--- config.mk ---
export PLATFORM = sky130hd
export DESIGN_NAME = ps2_kbd_rx
export DESIGN_NICKNAME = d
export VERILOG_FILES = /design/src/rtl/ps2_kbd_rx.sv
export SDC_FILE = /design/constraint.sdc
export NUM_CORES = 1
export LEC_CHECK = 0
export CORE_MARGIN = 10
export CORE_UTILIZATION = 62
export CTS_BUF_LIST = sky130_fd_sc_hd__clkbuf_8
export CTS_CLUSTER_DIAMETER = 200
export DETAILED_ROUTE_END_ITERATION = 10
export PLACE_DENSITY = 0.81
export SYNTH_ARGS = -nofsm -noshare
export SYNTH_HDL_FRONTEND = slang
export SYNTH_SLANG_ARGS = --single-unit
--- constraint.sdc ---
create_clock -name clk -period 3 [get_ports clk]
set_input_delay 0.6 -clock clk [delete_from_list [all_inputs] [get_ports clk]]
set_output_delay 0.6 -clock clk [all_outputs]
set_load 0.005 [all_outputs]
--- src/rtl/ps2_kbd_rx.sv ---
// rtl/ps2_kbd_rx.sv - PS/2 keyboard receiver: frame deserialiser, E0/F0 prefix decoder, event FIFO.
// Optional ps2_clk glitch filter enabled by defining PS2_DEGLITCH_EN.
module ps2_kbd_rx #(
    parameter int FIFO_DEPTH      = 8,
    parameter int TIMEOUT_CYCLES  = 50000,
    parameter int DEGLITCH_CYCLES = 4
) (
    input  logic                          clk,
    input  logic                          reset,
    input  logic                          ps2_clk,
    input  logic                          ps2_data,
    output logic                          evt_valid,
    input  logic                          evt_ready,
    output logic [7:0]                    evt_code,
    output logic                          evt_release,
    output logic                          evt_extended,
    output logic [$clog2(FIFO_DEPTH):0]   fifo_count,
    output logic                          overflow,
    input  logic                          overflow_clr,
    output logic                          frame_err
);
    localparam int AW = $clog2(FIFO_DEPTH);
    localparam int TW = $clog2(TIMEOUT_CYCLES);

    typedef enum logic [1:0] {IDLE, EXT, BRK, EXT_BRK} state_t;

    logic       clk_s1, clk_s2, data_s1, data_s2;
    logic       clk_lvl, clk_prev, samp;
    logic [3:0] cnt;
    logic [9:0] shreg;
    logic [TW-1:0] tmo;
    logic       byte_valid;
    logic [7:0] byte_data;
    logic       frame_ok;
    state_t     state, state_n;
    logic       push;
    logic [9:0] evt_in;

    logic [9:0]    mem [FIFO_DEPTH];
    logic [AW-1:0] wr_ptr, rd_ptr;
    logic          pop, full, wr_en, drop;
    logic [9:0]    head;

    always_ff @(posedge clk) begin
        if (!reset) begin
            clk_s1  <= 1'b1;
            clk_s2  <= 1'b1;
            data_s1 <= 1'b1;
            data_s2 <= 1'b1;
        end else begin
            clk_s1  <= ps2_clk;
            clk_s2  <= clk_s1;
            data_s1 <= ps2_data;
            data_s2 <= data_s1;
        end
    end

`ifdef PS2_DEGLITCH_EN
    localparam int DW = $clog2(DEGLITCH_CYCLES + 1);
    logic [DW-1:0] dg_cnt;

    // The filtered level follows the pin only after DEGLITCH_CYCLES disagreeing cycles in a row.
    always_ff @(posedge clk) begin
        if (!reset) begin
            clk_lvl <= 1'b1;
            dg_cnt  <= '0;
        end else if (clk_s2 != clk_lvl) begin
            if (dg_cnt == DW'(DEGLITCH_CYCLES - 1)) begin
                clk_lvl <= clk_s2;
                dg_cnt  <= '0;
            end else begin
                dg_cnt <= dg_cnt + 1'b1;
            end
        end else begin
            dg_cnt <= '0;
        end
    end
`else
    assign clk_lvl = clk_s2;
`endif

    assign samp = clk_prev & ~clk_lvl;
    // At the stop-bit strobe shreg holds bits 0..9 with the start bit at index 0.
    assign frame_ok = ~shreg[0] & data_s2 & (^shreg[9:1]);

    always_ff @(posedge clk) begin
        if (!reset) begin
            clk_prev   <= 1'b1;
            cnt        <= '0;
            shreg      <= '0;
            tmo        <= '0;
            byte_valid <= 1'b0;
            byte_data  <= '0;
            frame_err  <= 1'b0;
        end else begin
            clk_prev   <= clk_lvl;
            byte_valid <= 1'b0;
            frame_err  <= 1'b0;
            if (samp) begin
                tmo <= '0;
                if (cnt == 4'd10) begin
                    cnt        <= '0;
                    byte_valid <= frame_ok;
                    frame_err  <= ~frame_ok;
                    byte_data  <= shreg[8:1];
                end else begin
                    shreg <= {data_s2, shreg[9:1]};
                    cnt   <= cnt + 4'd1;
                end
            end else if (cnt == 4'd0) begin
                tmo <= '0;
            end else if (tmo == TW'(TIMEOUT_CYCLES - 1)) begin
                tmo       <= '0;
                cnt       <= '0;
                frame_err <= 1'b1;
            end else begin
                tmo <= tmo + 1'b1;
            end
        end
    end

    always_ff @(posedge clk) begin
        if (!reset) state <= IDLE;
        else        state <= state_n;
    end

    always_comb begin
        state_n = state;
        push    = 1'b0;
        evt_in  = {(state == EXT) || (state == EXT_BRK),
                   (state == BRK) || (state == EXT_BRK), byte_data};
        if (frame_err) begin
            state_n = IDLE;
        end else if (byte_valid) begin
            if (byte_data == 8'hE0) begin
                state_n = ((state == BRK) || (state == EXT_BRK)) ? EXT_BRK : EXT;
            end else if (byte_data == 8'hF0) begin
                state_n = ((state == EXT) || (state == EXT_BRK)) ? EXT_BRK : BRK;
            end else begin
                push    = 1'b1;
                state_n = IDLE;
            end
        end
    end

    assign full  = (fifo_count == (AW + 1)'(FIFO_DEPTH));
    assign pop   = evt_valid & evt_ready;
    assign wr_en = push & (~full | pop);
    assign drop  = push & full & ~pop;

    always_ff @(posedge clk) begin
        if (wr_en) mem[wr_ptr] <= evt_in;
    end

    always_ff @(posedge clk) begin
        if (!reset) begin
            wr_ptr     <= '0;
            rd_ptr     <= '0;
            fifo_count <= '0;
            overflow   <= 1'b0;
        end else begin
            if (wr_en) wr_ptr <= wr_ptr + 1'b1;
            if (pop)   rd_ptr <= rd_ptr + 1'b1;
            case ({wr_en, pop})
                2'b10:   fifo_count <= fifo_count + 1'b1;
                2'b01:   fifo_count <= fifo_count - 1'b1;
                default: fifo_count <= fifo_count;
            endcase
            if (drop)              overflow <= 1'b1;
            else if (overflow_clr) overflow <= 1'b0;
        end
    end

    assign evt_valid    = (fifo_count != '0);
    assign head         = evt_valid ? mem[rd_ptr] : 10'd0;
    assign evt_code     = head[7:0];
    assign evt_release  = head[8];
    assign evt_extended = head[9];
endmodule

==> results_tabular.tex <==
\begin{tabular}{lr}
\hline
Metric & Value \\
\hline
\multicolumn{2}{l}{\textbf{STA}} \\
\quad Number of pins with negative max-slew slack in the final report & 0 \\
\quad Final worst-path cycle share & a little over nine tenths \\
\quad Final number of hold-violating endpoints & 0 \\
\quad Setup clock skew after layout & 0.0139 ns \\
\quad Slew of the pin with the lowest slew margin & between 1 and 1.5 ns \\
\quad Worst slew margin & between 30\% and 40\% \\
\quad Setup repair after global routing missed its margin & no \\
\quad Number of endpoints failing setup at the final stage & 0 \\
\quad Upper clock frequency limit & 355 MHz \\
\quad Final worst path period need & 2.82 ns \\
\quad Summed negative setup slack over all endpoints & 0 ns \\
\multicolumn{2}{l}{\textbf{Clock network}} \\
\quad Hold buffer count at CTS & 0 \\
\quad CTS HTree Levels & 4 \\
\quad Clock sink count & 141 \\
\quad TritonCTS clock tree & done \\
\quad Clock tree buffer depth & 2 \\
\quad Total clock buffers created by CTS & 17 \\
\quad Library cell used as clock root buffer & sky130\_fd\_sc\_hd\_\_clkbuf\_8 \\
\quad Clk slew on worst S/H paths & approximately 0.080 ns \\
\quad Clock latency reported for the late side of the worst-skew pair & 0.43 ns \\
\quad \# resized after CTS & 0 \\
\quad Buffer count from post-CTS setup fixing & 0 \\
\multicolumn{2}{l}{\textbf{Routing}} \\
\quad Number of violations reported at the end of detailed-routing iteration 0 & approximately 230 \\
\quad Post-DRT Antenna Nets & 0 \\
\quad Via/cell ratio & roughly 5.6 \\
\quad Average wire length per cell after detail routing & 17.6 µm \\
\quad Sum of routed wire length over all layers & 10.3 mm \\
\quad DRC Markers & 0 \\
\quad Vias & 3306 \\
\quad Number of iterations in the first detailed-routing pass & 5 \\
\multicolumn{2}{l}{\textbf{Synthesis}} \\
\quad Sequential-to-total area share from yosys stat & between 60\% and 70\% \\
\quad Library cell with the largest summed area after synthesis & sky130\_fd\_sc\_hd\_\_edfxtp\_1 \\
\quad Average size of a mapped cell & about 13 µm² \\
\quad Main synth FF type & sky130\_fd\_sc\_hd\_\_edfxtp\_1 \\
\quad Fraction of synthesis flops using an asynchronous set or reset pin & 0\% \\
\quad Post-synthesis share of cell area spent on xor and xnor gates & roughly 4.2\% \\
\quad Multiplexer area fraction after synthesis & 11.6\% \\
\quad Number of enable flip-flop cells after synthesis & 80 \\
\quad Combinational family with the most area after synthesis & simple AND/OR/NAND/NOR gates \\
\quad Fraction of post-synthesis cell area in the top cell type by area & 42.0\% \\
\quad Number of warnings reported in the yosys synthesis log & 0 \\
\quad Number of standard cells after synthesis & roughly 430 \\
\quad Post-Synth Simple-Gate Area & between 10\% and 20\% \\
\quad Total of flip-flops plus latches after synthesis & about 140 \\
\quad Area fraction in compound gates after synthesis & 2.98\% \\
\quad Total standard cell area after synthesis & 0.00572 mm² \\
\quad Most numerous cell types in the synthesized netlist & sky130\_fd\_sc\_hd\_\_edfxtp\_1 (80), sky130\_fd\_sc\_hd\_\_dfxtp\_1 (61), sky130\_fd\_sc\_hd\_\_nor2\_1 (51) \\
\quad Net count after synthesis & 440 \\
\quad Library cell with the highest instance count after synthesis & sky130\_fd\_sc\_hd\_\_edfxtp\_1 \\
\quad Adder-cell share of the synthesized area & approximately 2.1\% \\
\quad Largest cells by area after synthesis & sky130\_fd\_sc\_hd\_\_edfxtp\_1 (42\%), sky130\_fd\_sc\_hd\_\_dfxtp\_1 (21\%), sky130\_fd\_sc\_hd\_\_mux4\_2 (7.9\%) \\
\quad Distinct cell type count of the synthesized netlist & 51 \\
\multicolumn{2}{l}{\textbf{Setup path}} \\
\quad Category of the critical setup timing path & reg2out \\
\quad Critical Path Sink Type & output port \\
\quad Signal arrival time at the worst endpoint & 2.22 ns \\
\quad Required time at the worst-slack endpoint & 2.40 ns \\
\quad Startpoint type of the worst setup path & flop \\
\quad Maximum fanout count along the critical path & 20 \\
\multicolumn{2}{l}{\textbf{Global route}} \\
\quad Via count of the first global-routing pass & 3339 \\
\quad Global-route wire length before repair & 17.2 mm \\
\quad Number of antenna violations at the first check in global routing & 0 \\
\quad Sum of overflow across all layers after global routing & 0 \\
\quad Total global routing track utilization & 16.6\% \\
\quad Maximum number of pins on one net before global-route repair & 21 \\
\multicolumn{2}{l}{\textbf{Die}} \\
\quad Core area & 0.00885 mm² \\
\quad Count of pins on the block boundary & 23 \\
\quad Std cell rows & 34 \\
\quad Height of the die & 116 µm \\
\quad Area of the die & 0.0135 mm² \\
\quad Die Span X & 116 µm \\
\quad Initial Utilization & 64.6\% \\
\multicolumn{2}{l}{\textbf{Cells and area}} \\
\quad Final instance area & around 0.0066 mm² \\
\quad Post-synthesis to final-layout area growth & 15.2\% \\
\quad Count of placed standard cells in the final layout, fillers left out & 587 \\
\quad Utilization after layout & 74.4\% \\
\quad Layout cells sized above 1 & 17.1\% \\
\quad Final \#Nets & 481 \\
\quad Diode insertion count for antenna repair & 0 \\
\multicolumn{2}{l}{\textbf{Flow run}} \\
\quad Number of maximum-capacitance constraint violations & 0 \\
\multicolumn{2}{l}{\textbf{Place}} \\
\quad Routability congestion estimate & 0.786 \\
\quad HPWL after detailed placement & approximately 6.6 mm \\
\quad Port-buffer cells & 22 \\
\quad DP Cell Count & 555 \\
\quad Placed cell areas & about 0.0061 mm² \\
\multicolumn{2}{l}{\textbf{Power and ir drop}} \\
\quad Leakage power & roughly 0.0022 µW \\
\quad Largest vdd supply drop & 0.370 mV \\
\quad Clock Power Share & a little under half \\
\quad Combinational group share of total power & under 10\% \\
\quad Power share of the sequential group & 53.5\% \\
\quad Sw frac & between 10\% and 20\% \\
\quad Int Power & approximately 3000 µW \\
\quad Pwr/cell area & 575 mW/mm² \\
\quad Net load switching power & 752 µW \\
\multicolumn{2}{l}{\textbf{Status}} \\
\quad Run status & finished, final reports clean \\
\multicolumn{2}{l}{\textbf{Hold path}} \\
\quad Hold WC Path Type & reg2reg \\
\hline
\end{tabular}
[worst paths after layout]
path | start | to | cells past startpoint | slack (ns)
worst max-delay path | flop | evt_code[7] | 5 | 0.18
worst min-delay path | data_s1$_SDFF_PN1_ | data_s2$_SDFF_PN1_ | 1 | 0.41
worst max register to register | byte_data[7]$_SDFFE_PN0P_ | fifo_count[3]$_SDFFE_PN0P_ | 10 | 0.28
worst min register to register | data_s1$_SDFF_PN1_ | data_s2$_SDFF_PN1_ | 1 | 0.41
[kinds of logic (layout without fill, tap and decap cells)]
family / Yosys count / after routing
AOI/OAI and AO/OA: 28 / 28
xor gates and xnor gates: 26 / 26
adders and majority gates: 9 / 9
buffers and inverters: 28 / 82
DFF: 141 / 141
muxes: 41 / 41
and+or+nand+nor: 152 / 152
[stage by stage]
| stage | worst slack (ns) | power [µW] | hold WS (ns) |
|---|---|---|---|
| final | 0.181 | 3790 | 0.411 |
| after CTS | 0.132 | 3810 | 0.416 |
| after global placement | 0.290 | 2120 | 0.389 |
| after floorplan | 0.465 | 2110 | 0.386 |
| after global routing | 0.0639 | 3900 | 0.440 |
| after detailed placement | 0.220 | 2120 | 0.397 |
[layout by cell type (no fill, tap or decap), types with 2 or more instances in the layout]
cell type / n
sky130_fd_sc_hd__edfxtp_1: 80
sky130_fd_sc_hd__dfxtp_1: 61
sky130_fd_sc_hd__nor2_1: 51
sky130_fd_sc_hd__nand2_1: 42
sky130_fd_sc_hd__clkdlybuf4s50_1: 22
sky130_fd_sc_hd__mux2i_1: 21
sky130_fd_sc_hd__mux4_2: 20
sky130_fd_sc_hd__a21oi_1: 18
sky130_fd_sc_hd__clkbuf_8: 17
sky130_fd_sc_hd__buf_4: 16
sky130_fd_sc_hd__xnor2_1: 14
sky130_fd_sc_hd__inv_1: 11
sky130_fd_sc_hd__nand2b_1: 11
sky130_fd_sc_hd__xor2_1: 11
sky130_fd_sc_hd__nor3_1: 9
sky130_fd_sc_hd__nand3_1: 9
sky130_fd_sc_hd__ha_1: 8
sky130_fd_sc_hd__nor2_2: 5
sky130_fd_sc_hd__bufinv_16: 5
sky130_fd_sc_hd__nand4_1: 3
sky130_fd_sc_hd__inv_6: 3
sky130_fd_sc_hd__nor3b_1: 2
sky130_fd_sc_hd__nor4_2: 2
sky130_fd_sc_hd__and2_1: 2
sky130_fd_sc_hd__nor4_1: 2
sky130_fd_sc_hd__nor4b_1: 2
sky130_fd_sc_hd__clkinvlp_4: 2
sky130_fd_sc_hd__clkinv_4: 2
sky130_fd_sc_hd__clkinv_1: 2
[area by class of cell]
class,count,area (µm²)
clock buffers,17,234
clock inverters,15,220
fillers,568,2260
inverters,11,41.3
multi-input cells,256,1970
flip-flops and latches,141,3620
well taps,108,135
repair buffers,39,360
[worst max-delay path: stages, from the launching register on]
cell and delay (ns):
sky130_fd_sc_hd__dfxtp_1 0.37, sky130_fd_sc_hd__buf_12 0.21, sky130_fd_sc_hd__mux4_2 0.53, sky130_fd_sc_hd__mux2i_1 0.18, sky130_fd_sc_hd__nor2_1 0.06, sky130_fd_sc_hd__clkdlybuf4s50_1 0.44
[flip-flops by register name (all words and copies together), names as in the netlist, named ones only]
| register | flops |
|---|---|
| cnt | 4 |
| data_s2 | 1 |
| data_s1 | 1 |
| overflow | 1 |
| fifo_count | 4 |
| clk_prev | 1 |
| clk_s1 | 1 |
| byte_data | 8 |
| mem | 80 |
| clk_lvl | 1 |
| wr_ptr | 3 |
| frame_err | 1 |
| byte_valid | 1 |
| shreg | 10 |
| rd_ptr | 3 |
| tmo | 16 |
| state | 2 |
[power by group through the flow]
stage               Clock (µW)  Sequential (µW)  Combinational, µW
CTS                       1730             2030               51.8
finish                    1710             2030               51.3
detailed placement           0             2070               51.6
global placement             0             2070               49.5
global route              1810             2030               57.4
floorplan                    0             2070               34.5
[metal layers]
| layer | GRT usage, % | share of wire [%] | wire (µm) | vias to the layer above |
|---|---|---|---|---|
| li1 | - | - | - | 1611 |
| met1 | 20.2 | 44 | 4590 | 1625 |
| met2 | 28.4 | 51 | 5280 | 61 |
| met3 | 4.13 | 3.5 | 359 | 9 |
| met4 | 5.59 | 0.90 | 93 | 0 |
| met5 | 0 | 0 | 0 | - |
No activity file was read; power rests on OpenSTA's default activity.
